==> src/rtl/uart_pkg.sv <==
// Shared UART definitions: default data width, TX launch FSM encoding and the
// baud constants common to sender, receiver and the TX FIFO front end.
package uart_pkg;

    localparam int unsigned DATA_W_DEF = 8;

    localparam int unsigned CLK_HZ     = 50_000_000;
    localparam int unsigned BAUD       = 115_200;
    localparam int unsigned OVERSAMPLE = 16;
    // Rounded to nearest so the bit period error stays below half a clock.
    localparam int unsigned BAUD_DIV   = (CLK_HZ + BAUD / 2) / BAUD;
    localparam int unsigned RX_DIV     = (CLK_HZ + (BAUD * OVERSAMPLE) / 2) / (BAUD * OVERSAMPLE);

    typedef enum logic [1:0] {
        StIdle     = 2'd0,
        StLaunch   = 2'd1,
        StWaitDone = 2'd2
    } txState_e;

endpackage

==> src/rtl/uart_sync_fifo.sv <==
// Synchronous circular-buffer FIFO with registered count/full/empty.
// Storage contents are deliberately left out of reset.
module uart_sync_fifo
    import uart_pkg::*;
#(
    parameter int unsigned DEPTH  = 16,
    parameter int unsigned DATA_W = DATA_W_DEF
) (
    input  logic                     clk,
    input  logic                     rst_n,
    input  logic                     wr_en,
    input  logic [DATA_W-1:0]        wr_data,
    input  logic                     rd_en,
    output logic [DATA_W-1:0]        rd_data,
    output logic                     full,
    output logic                     empty,
    output logic [$clog2(DEPTH):0]   count
);

    localparam int unsigned AW = $clog2(DEPTH);
    localparam logic [AW:0] FullCnt = (AW + 1)'(DEPTH);

    if (DEPTH < 2 || DEPTH > 256 || (DEPTH & (DEPTH - 1)) != 0) begin : gen_depth_check
        $error("uart_sync_fifo: DEPTH must be a power of two in 2..256");
    end

    logic [DATA_W-1:0] mem [DEPTH];
    logic [AW-1:0]     wrPtrQ, rdPtrQ;
    logic [AW:0]       countQ, countD;
    logic              fullQ, emptyQ;
    logic              wrAcc, rdAcc;

    // Acceptance uses the registered flags, so a write while full is dropped
    // even when a pop frees a slot on the same edge.
    assign wrAcc = wr_en && !fullQ;
    assign rdAcc = rd_en && !emptyQ;

    always_comb begin
        countD = countQ;
        if (wrAcc && !rdAcc) begin
            countD = countQ + 1'b1;
        end else if (!wrAcc && rdAcc) begin
            countD = countQ - 1'b1;
        end
    end

    always_ff @(posedge clk) begin
        if (!rst_n) begin
            wrPtrQ <= '0;
            rdPtrQ <= '0;
            countQ <= '0;
            fullQ  <= 1'b0;
            emptyQ <= 1'b1;
        end else begin
            if (wrAcc) begin
                wrPtrQ <= wrPtrQ + 1'b1;
            end
            if (rdAcc) begin
                rdPtrQ <= rdPtrQ + 1'b1;
            end
            countQ <= countD;
            fullQ  <= (countD == FullCnt);
            emptyQ <= (countD == '0);
        end
    end

    always_ff @(posedge clk) begin
        if (rst_n && wrAcc) begin
            mem[wrPtrQ] <= wr_data;
        end
    end

    assign rd_data = mem[rdPtrQ];
    assign full    = fullQ;
    assign empty   = emptyQ;
    assign count   = countQ;

    assert property (@(posedge clk) disable iff (!rst_n) !(fullQ && emptyQ));
    assert property (@(posedge clk) disable iff (!rst_n) countQ <= FullCnt);

endmodule

==> src/rtl/uart_tx_fifo.sv <==
// TX FIFO front end: buffers frame bytes and launches them to the UART sender.
// Define UART_TX_FIFO_OVF_EN to add the sticky ovf output for dropped writes.
module uart_tx_fifo
    import uart_pkg::*;
#(
    parameter int unsigned DEPTH  = 16,
    parameter int unsigned DATA_W = DATA_W_DEF
) (
    input  logic                     clk,
    input  logic                     rst_n,
    input  logic                     en,
    input  logic                     wr_en,
    input  logic [DATA_W-1:0]        wr_data,
    output logic                     full,
    output logic                     empty,
    output logic [$clog2(DEPTH):0]   count,
    output logic                     txStart,
    output logic [DATA_W-1:0]        in_data,
    input  logic                     txBusy,
    input  logic                     txDone
`ifdef UART_TX_FIFO_OVF_EN
    ,
    output logic                     ovf
`endif
);

    txState_e          stateQ, stateD;
    logic              pop;
    logic [DATA_W-1:0] fifoRdData;
    logic [DATA_W-1:0] inDataQ;

    uart_sync_fifo #(
        .DEPTH  (DEPTH),
        .DATA_W (DATA_W)
    ) u_fifo (
        .clk     (clk),
        .rst_n   (rst_n),
        .wr_en   (wr_en),
        .wr_data (wr_data),
        .rd_en   (pop),
        .rd_data (fifoRdData),
        .full    (full),
        .empty   (empty),
        .count   (count)
    );

    // en only gates new launches; a frame already handed over runs to txDone.
    always_comb begin
        stateD = stateQ;
        pop    = 1'b0;
        case (stateQ)
            StIdle: begin
                if (en && !empty && !txBusy) begin
                    pop    = 1'b1;
                    stateD = StLaunch;
                end
            end
            StLaunch: begin
                stateD = StWaitDone;
            end
            StWaitDone: begin
                if (txDone) begin
                    stateD = StIdle;
                end
            end
            default: begin
                stateD = StIdle;
            end
        endcase
    end

    always_ff @(posedge clk) begin
        if (!rst_n) begin
            stateQ  <= StIdle;
            inDataQ <= '0;
        end else begin
            stateQ <= stateD;
            if (pop) begin
                inDataQ <= fifoRdData;
            end
        end
    end

    assign txStart = (stateQ == StLaunch);
    assign in_data = inDataQ;

`ifdef UART_TX_FIFO_OVF_EN
    logic ovfQ;

    always_ff @(posedge clk) begin
        if (!rst_n) begin
            ovfQ <= 1'b0;
        end else if (wr_en && full) begin
            ovfQ <= 1'b1;
        end
    end

    assign ovf = ovfQ;
`endif

    assert property (@(posedge clk) disable iff (!rst_n) txStart |=> !txStart);

endmodule

==> config.mk <==
export PLATFORM = sky130hd
export DESIGN_NAME = uart_tx_fifo
export DESIGN_NICKNAME = d
export VERILOG_FILES = /design/src/rtl/uart_pkg.sv /design/src/rtl/uart_sync_fifo.sv /design/src/rtl/uart_tx_fifo.sv
export SDC_FILE = /design/constraint.sdc
export NUM_CORES = 1
export LEC_CHECK = 0
export ABC_AREA = 0
export CORE_AREA = 2 2 104 106
export DETAILED_ROUTE_END_ITERATION = 8
export DIE_AREA = 0 0 106 108
export GPL_TIMING_DRIVEN = 1
export PLACE_DENSITY_LB_ADDON = 0.1
export SLEW_MARGIN = 20
export SYNTH_ARGS = -nofsm -noshare
export SYNTH_HDL_FRONTEND = slang
export SYNTH_SLANG_ARGS = --single-unit
==> constraint.sdc <==
create_clock -name clk -period 6.1 [get_ports clk]
set_input_delay 1.22 -clock clk [delete_from_list [all_inputs] [get_ports clk]]
set_output_delay 1.22 -clock clk [all_outputs]
set_load 0.01 [all_outputs]
# After elaboration in Yosys (flattened, before gate mapping)
# Memory sizes are Yosys's and may differ from the RTL's. A register that Yosys moved wholly into a read port is not among the register bits.
# Index checks and enable logic that the tools add are counted.
[op_classes]
add_sub_neg = 4
multipliers = 0
div_mod_pow = 0
magnitude_cmp = 0
eq_ne = 5
shifts = 0
mux = 9
bitwise = 0
reduce_logical = 16
[op_table]
columns = ["operator", "n"]
rows = [
  ["5-bit two-way mux", 2],
  ["4-bit by 1-bit adder with 4-bit output, second input constant", 2],
  ["1-bit logical AND", 7],
  ["1-bit zero test", 6],
  ["2-bit case mux with 3 select lines", 1],
  ["5-bit by 1-bit adder with 5-bit output, second input constant", 1],
  ["5-bit == test, second input constant", 1],
  ["5-bit zero test", 1],
  ["5-bit by 1-bit subtractor with 5-bit output, second input constant", 1],
  ["1-bit two-way mux", 4],
  ["2-bit two-way mux", 2],
  ["2-bit != test, second input constant", 2],
  ["2-bit by 1-bit == test with 1-bit output, second input constant", 1],
  ["2-bit == test, second input constant", 1],
  ["2-bit zero test", 1],
  ["2-bit AND reduction", 1],
]
[word_totals]
regBits = 17
latch_bits = 0
ramBits = 128
rom_bits = 0
inputBits = 14
output_inout_bits = 16
elab_cells = 41
mem_count = 1
[memory_table]
columns = ["memory", "words", "width", "rd", "rd_ports_with_merged_regs", "wr", "line_no", "rtl"]
rows = [
  ["u_fifo.mem", 16, 8, 1, 1, 1, "uart_sync_fifo.sv:27", "logic [DATA_W-1:0] mem [DEPTH];"],
]

# Logic depth before layout (Yosys ltp)
[depth]
depth_word = 10
mapped_depth = 6
mapped_depth_nobuf = 6

# Cells and area by module
# Synthesis repeated with hierarchy kept, for this count alone.
[hier_totals]
cells_unflattened = 335
area_unflattened_um2 = 6263.5
[by_module_without_submodules]
columns = ["mod", "instances", "cells_each", "area_per_inst_um2", "seq_area_each_um2"]
rows = [
  ["uart_sync_fifo", 1, 291, 5854.4, 4224.1],
  ["uart_tx_fifo", 1, 44, 409.1, 200.2],
]

# Least setup slack after synthesis
# Ideal clock, no wire load.
[synth_timing]
path_type = "input to register"
startpoint = "input txBusy"
endpoint = "register u_fifo.emptyQ (netlist: u_fifo.empty)"
setup_ns = 0.101
t_arrival_ns = 2.672
required_time_ns = 5.999
slack_ns = 3.327
path_stages = 6
n_path_buf = 1
cell_sequence = "or3_4 or3_1 buf_2 o41ai_2 xor2_1 o41ai_1"
[synth_via]
elab_chain_cells = 9
elab_cells_between_ends = 11
cone_classes = "mux (4); reduce/logical (7)"
[synth_lines]
columns = ["item", "line_no", "rtl"]
rows = [
  ["from (decl)", "uart_tx_fifo.sv:19", "input logic txBusy,"],
  ["1-bit zero test (*)", "uart_tx_fifo.sv:53", "if (en && !empty && !txBusy) begin"],
  ["1-bit logical AND (*)", "uart_tx_fifo.sv:53", ""],
  ["1-bit two-way mux (*)", "uart_tx_fifo.sv:53", ""],
  ["1-bit two-way mux (*)", "uart_tx_fifo.sv:51", "case (stateQ)"],
  ["1-bit logical AND (*)", "uart_sync_fifo.sv:36", "assign rdAcc = rd_en && !emptyQ;"],
  ["1-bit logical AND or 1-bit zero test (tied branches)", "uart_sync_fifo.sv:42, uart_sync_fifo.sv:40", ""],
  ["5-bit two-way mux or 1-bit logical AND (tied branches)", "uart_sync_fifo.sv:42, uart_sync_fifo.sv:40", ""],
  ["5-bit two-way mux (*)", "uart_sync_fifo.sv:40", "if (wrAcc && !rdAcc) begin"],
  ["5-bit zero test (*)", "uart_sync_fifo.sv:63", "emptyQ <= (countD == '0);"],
  ["to (signal assigned)", "uart_sync_fifo.sv:63", ""],
  ["to (decl)", "uart_sync_fifo.sv:30", "logic fullQ, emptyQ;"],
]
# Every way passes the cells marked *; elsewhere a longest branch is shown, timed or not.
# A chain may end at the register's enable or synchronous reset.

# Final worst setup path
[layout_timing]
startpoint = "input rst_n"
endpoint = "memory u_fifo.mem[3][3] (netlist name), enable pin"
[layout_via]
elab_chain_cells = 3
[layout_lines]
columns = ["item", "line_no", "rtl"]
rows = [
  ["from (decl)", "uart_tx_fifo.sv:10", "input logic rst_n,"],
  ["1-bit logical AND", "uart_sync_fifo.sv:68", "if (rst_n && wrAcc) begin"],
  ["1-bit two-way mux", "uart_sync_fifo.sv:68", ""],
  ["1-bit two-way mux (not written as such)", "uart_sync_fifo.sv:69", "mem[wrPtrQ] <= wr_data;"],
  ["to (decl)", "uart_sync_fifo.sv:27", ""],
]
# Every way passes these cells.

==> run_results.csv <==
group,metric,value,unit
outcome,status,"completed",
floorplanning,start_util,0.587,
clocking,cts_resized,0,
floorplanning,dieArea,11400,sq um
layout,area_delta_synth_final,16.0,%
clocking,clk_latency,520,ps
floorplanning,row_count,37,
logic_synthesis,synth-edff-count,128,
power_and_ir_drop,p_clk_frac,0.430,
clocking,numCtsBuffers,17,
logic_synthesis,async_flop_share,0,
logic_synthesis,yosys.area.top_type_share,0.640,
critical_path,worstPathMaxFanout,18,
hold_path,hold_end,"in_data[4]",
logic_synthesis,ys_ff_latch,153,
logic_synthesis,ys_warn_count,0,
routing,postRouteWirelength,11700,um
logic_synthesis,syn_inst,344,
power_and_ir_drop,p_sw_frac,0.206,
critical_path,critPathMaxStageDelay,840,ps
critical_path,timing.rr.start,"u_fifo.full",
hold_path,hold_path_class,"register to register",
logic_synthesis,synth_area_leaders,"edfxtp_1 (64%), mux4_2 (12%), dfxtp_1 (8.3%), nor2_1 (2.4%), a22o_1 (2.3%)",
grt,grt_overflow,0,
clocking,cts_tree,"done",
logic_synthesis,syn_area,6010,sq um
clocking,path_clk_slew,60,ps
routing,vias,3112,
routing,antenna_left,0,
hold_path,hold_start,"in_data[4]",
placed_design,portBuffers,29,
power_and_ir_drop,p_seq_frac,0.517,
power_and_ir_drop,p_switching,0.000463,W
critical_path,worstPathCellList,"clkdlybuf4s50_1, inv_1, or3_1, nor2_1",
sta,max_freq,296,MHz
critical_path,end_kind,"register",
routing,drc,0,
sta,final_max_slew_viol_count,0,
critical_path,critPathArrivalTime,3520,ps
power_and_ir_drop,powerDensity,322,nW/um^2
clocking,post_cts_buffers,0,
logic_synthesis,ys.flop_type,"edfxtp_1",
layout,finalNetCount,398,
sta,hold_violations,0,
placed_design,dp_hpwl,7310,um
sta,fin_crit_sh,0.554,
logic_synthesis,synth_nets,365,
critical_path,rrSetupSlack,3780,ps
flow_run,maxCapViolations,0,
critical_path,rr_worst_depth,3,
placed_design,dp.cells,494,
critical_path,reg2reg_to,"u_fifo.mem[7][3]",
layout,drive_gt1_frac,0.164,
logic_synthesis,yosysSeqAreaShare,0.723,
power_and_ir_drop,p_int,0.00178,W
clocking,clock-root-buffer,"clkbuf_8",
layout,final_util,0.681,
routing,first_iter_violations,240,
sta,setup_tns,0,ps
sta,finClkSkew,9.18,ps
power_and_ir_drop,power_frac_comb,0.053,
grt,grt_pass1_vias,3210,
clocking,cts.sinks,153,
critical_path,crit_required,6240,ps
logic_synthesis,yosysMostFrequentCell,"edfxtp_1",
floorplanning,ios,30,
routing,drtPass1Iterations,4,
critical_path,slowest_stage,"clkdlybuf4s50_1",
sta,tightest_slew,844,ps
grt,grt_first_pass_wirelength,17800,um
sta,relSlewSlack,0.435,
clocking,cts_max_path_buffers,2,
floorplanning,die_h,108,um
logic_synthesis,yosysTopAreaCell,"edfxtp_1",
logic_synthesis,syn_area_per_cell,17.5,sq um
grt,grt_max_degree,36,
critical_path,critPathKind,"input port to register",
placed_design,gp_congestion,0.796,
layout,n_antenna_cell,0,
floorplanning,core,10200,sq um
routing,viasPerCell,5.92,
power_and_ir_drop,vdd_drop_max,0.181,mV
logic_synthesis,synth_common_cells,"edfxtp_1 (128), nor2_1 (38), mux4_2 (32)",
floorplanning,die_x,106,um
power_and_ir_drop,power.leakage,2.26,nW
clocking,hold_buffers,0,
routing,wl_per_cell,22.2,um
layout,stdcell_count,526,
logic_synthesis,synth_cell_type_count,36,
grt,grt_util_all_layers,0.222,
layout,num-fill-cells,691,
sta,min_period,3380,ps
critical_path,crit_path_start_kind,"input port",
sta,rsz0062_at_grt,"false",
grt,grt_antenna_before_repair,0,
clocking,htreeDepth,4,
hold_path,hold-path-cell-count,2,
sta,setup-violations-final,0,
[metrics by stage]
stage               power [W]  instance area (sq um)  hold WS [ps]  worst slack, ps
global placement      0.00130                   6410           453             2290
global route          0.00232                   6970           490             2610
detailed placement    0.00130                   6410           461             2210
finish                0.00225                   6970           471             2720
floorplan             0.00125                   6010           471             3330
CTS                   0.00226                   6970           473             2760
[power by group through the flow]
stage	registers (W)	logic, W	clock network (W)
floorplan	0.00118	0.0000622	0
global placement	0.00118	0.000115	0
detailed placement	0.00118	0.000118	0
CTS	0.00116	0.000119	0.000984
global route	0.00116	0.000129	0.00102
finish	0.00116	0.000118	0.000967
[routing by layer]
| layer | global-route usage | part of all wire | vias up |
|---|---|---|---|
| met5 | 0 | 0 | - |
| met4 | 0.102 | 0.026 | 0 |
| met3 | 0.0506 | 0.050 | 19 |
| met2 | 0.365 | 0.51 | 103 |
| met1 | 0.288 | 0.41 | 1569 |
| li1 | - | - | 1421 |
[state kept, by name, indices dropped and copies added (netlist names)]
register	flops
u_fifo.mem	128
in_data	8
u_fifo.count	5
u_fifo.rdPtrQ	4
u_fifo.wrPtrQ	4
stateQ	2
u_fifo.empty	1
u_fifo.full	1
[worst max-delay path: cells and delay by family]
kind	cells	cell delay, ps
buffers and inverters	2	1200
AND/OR/NAND/NOR	2	1100
[cells by family after synthesis]
family,share of synthesized area
DFF,0.723
adders and majority gates,0.0146
and+or+nand+nor,0.0610
buffers and inverters,0.0154
muxes,0.125
xor gates and xnor gates,0.0131
AOI/OAI and AO/OA,0.0479
[final cells by class]
type                            instances  area [sq um]  share of cell area
Clock buffer                           27           526              0.0754
Timing Repair Buffer                   31           305              0.0438
Inverter                                6          22.5             0.00323
Tap cell                              136           170              0.0244
Multi-Input combinational cell        168          1570               0.225
Clock inverter                          5          30.0             0.00431
Sequential cell                       153          4350               0.623
[layout by cell type, fill, tap and decap left out, types with 2 or more instances in the layout]
master / n
nor3_1: 2
inv_1: 6
clkdlybuf4s50_1: 29
nand2b_1: 2
dfxtp_1: 24
edfxtp_1: 128
and2_1: 3
o211ai_1: 2
xnor2_1: 3
or3_1: 2
nand3b_1: 2
o22ai_1: 9
nor2_1: 38
a21oi_1: 3
nand4_1: 2
clkbuf_16: 19
clkinv_2: 3
ha_1: 7
clkbuf_1: 6
a22o_1: 16
nor2b_1: 3
clkbuf_8: 2
buf_4: 2
nand3_1: 2
xor2_1: 6
mux2i_1: 3
mux4_2: 32
nand2_1: 20
[worst max-delay path by stage]
stage          slack [ps]               end   start  cells after the start
2_1_floorplan        3330      u_fifo.empty  txBusy                      6
6_report             2720  u_fifo.mem[3][3]   rst_n                      4
5_1_grt              2610  u_fifo.mem[3][4]   rst_n                      4
3_3_place_gp         2290  u_fifo.mem[3][0]   rst_n                      4
4_1_cts              2760  u_fifo.mem[3][3]   rst_n                      4
3_5_place_dp         2210  u_fifo.mem[3][0]   rst_n                      4
Note: power is estimated with default switching activity, not from simulation.
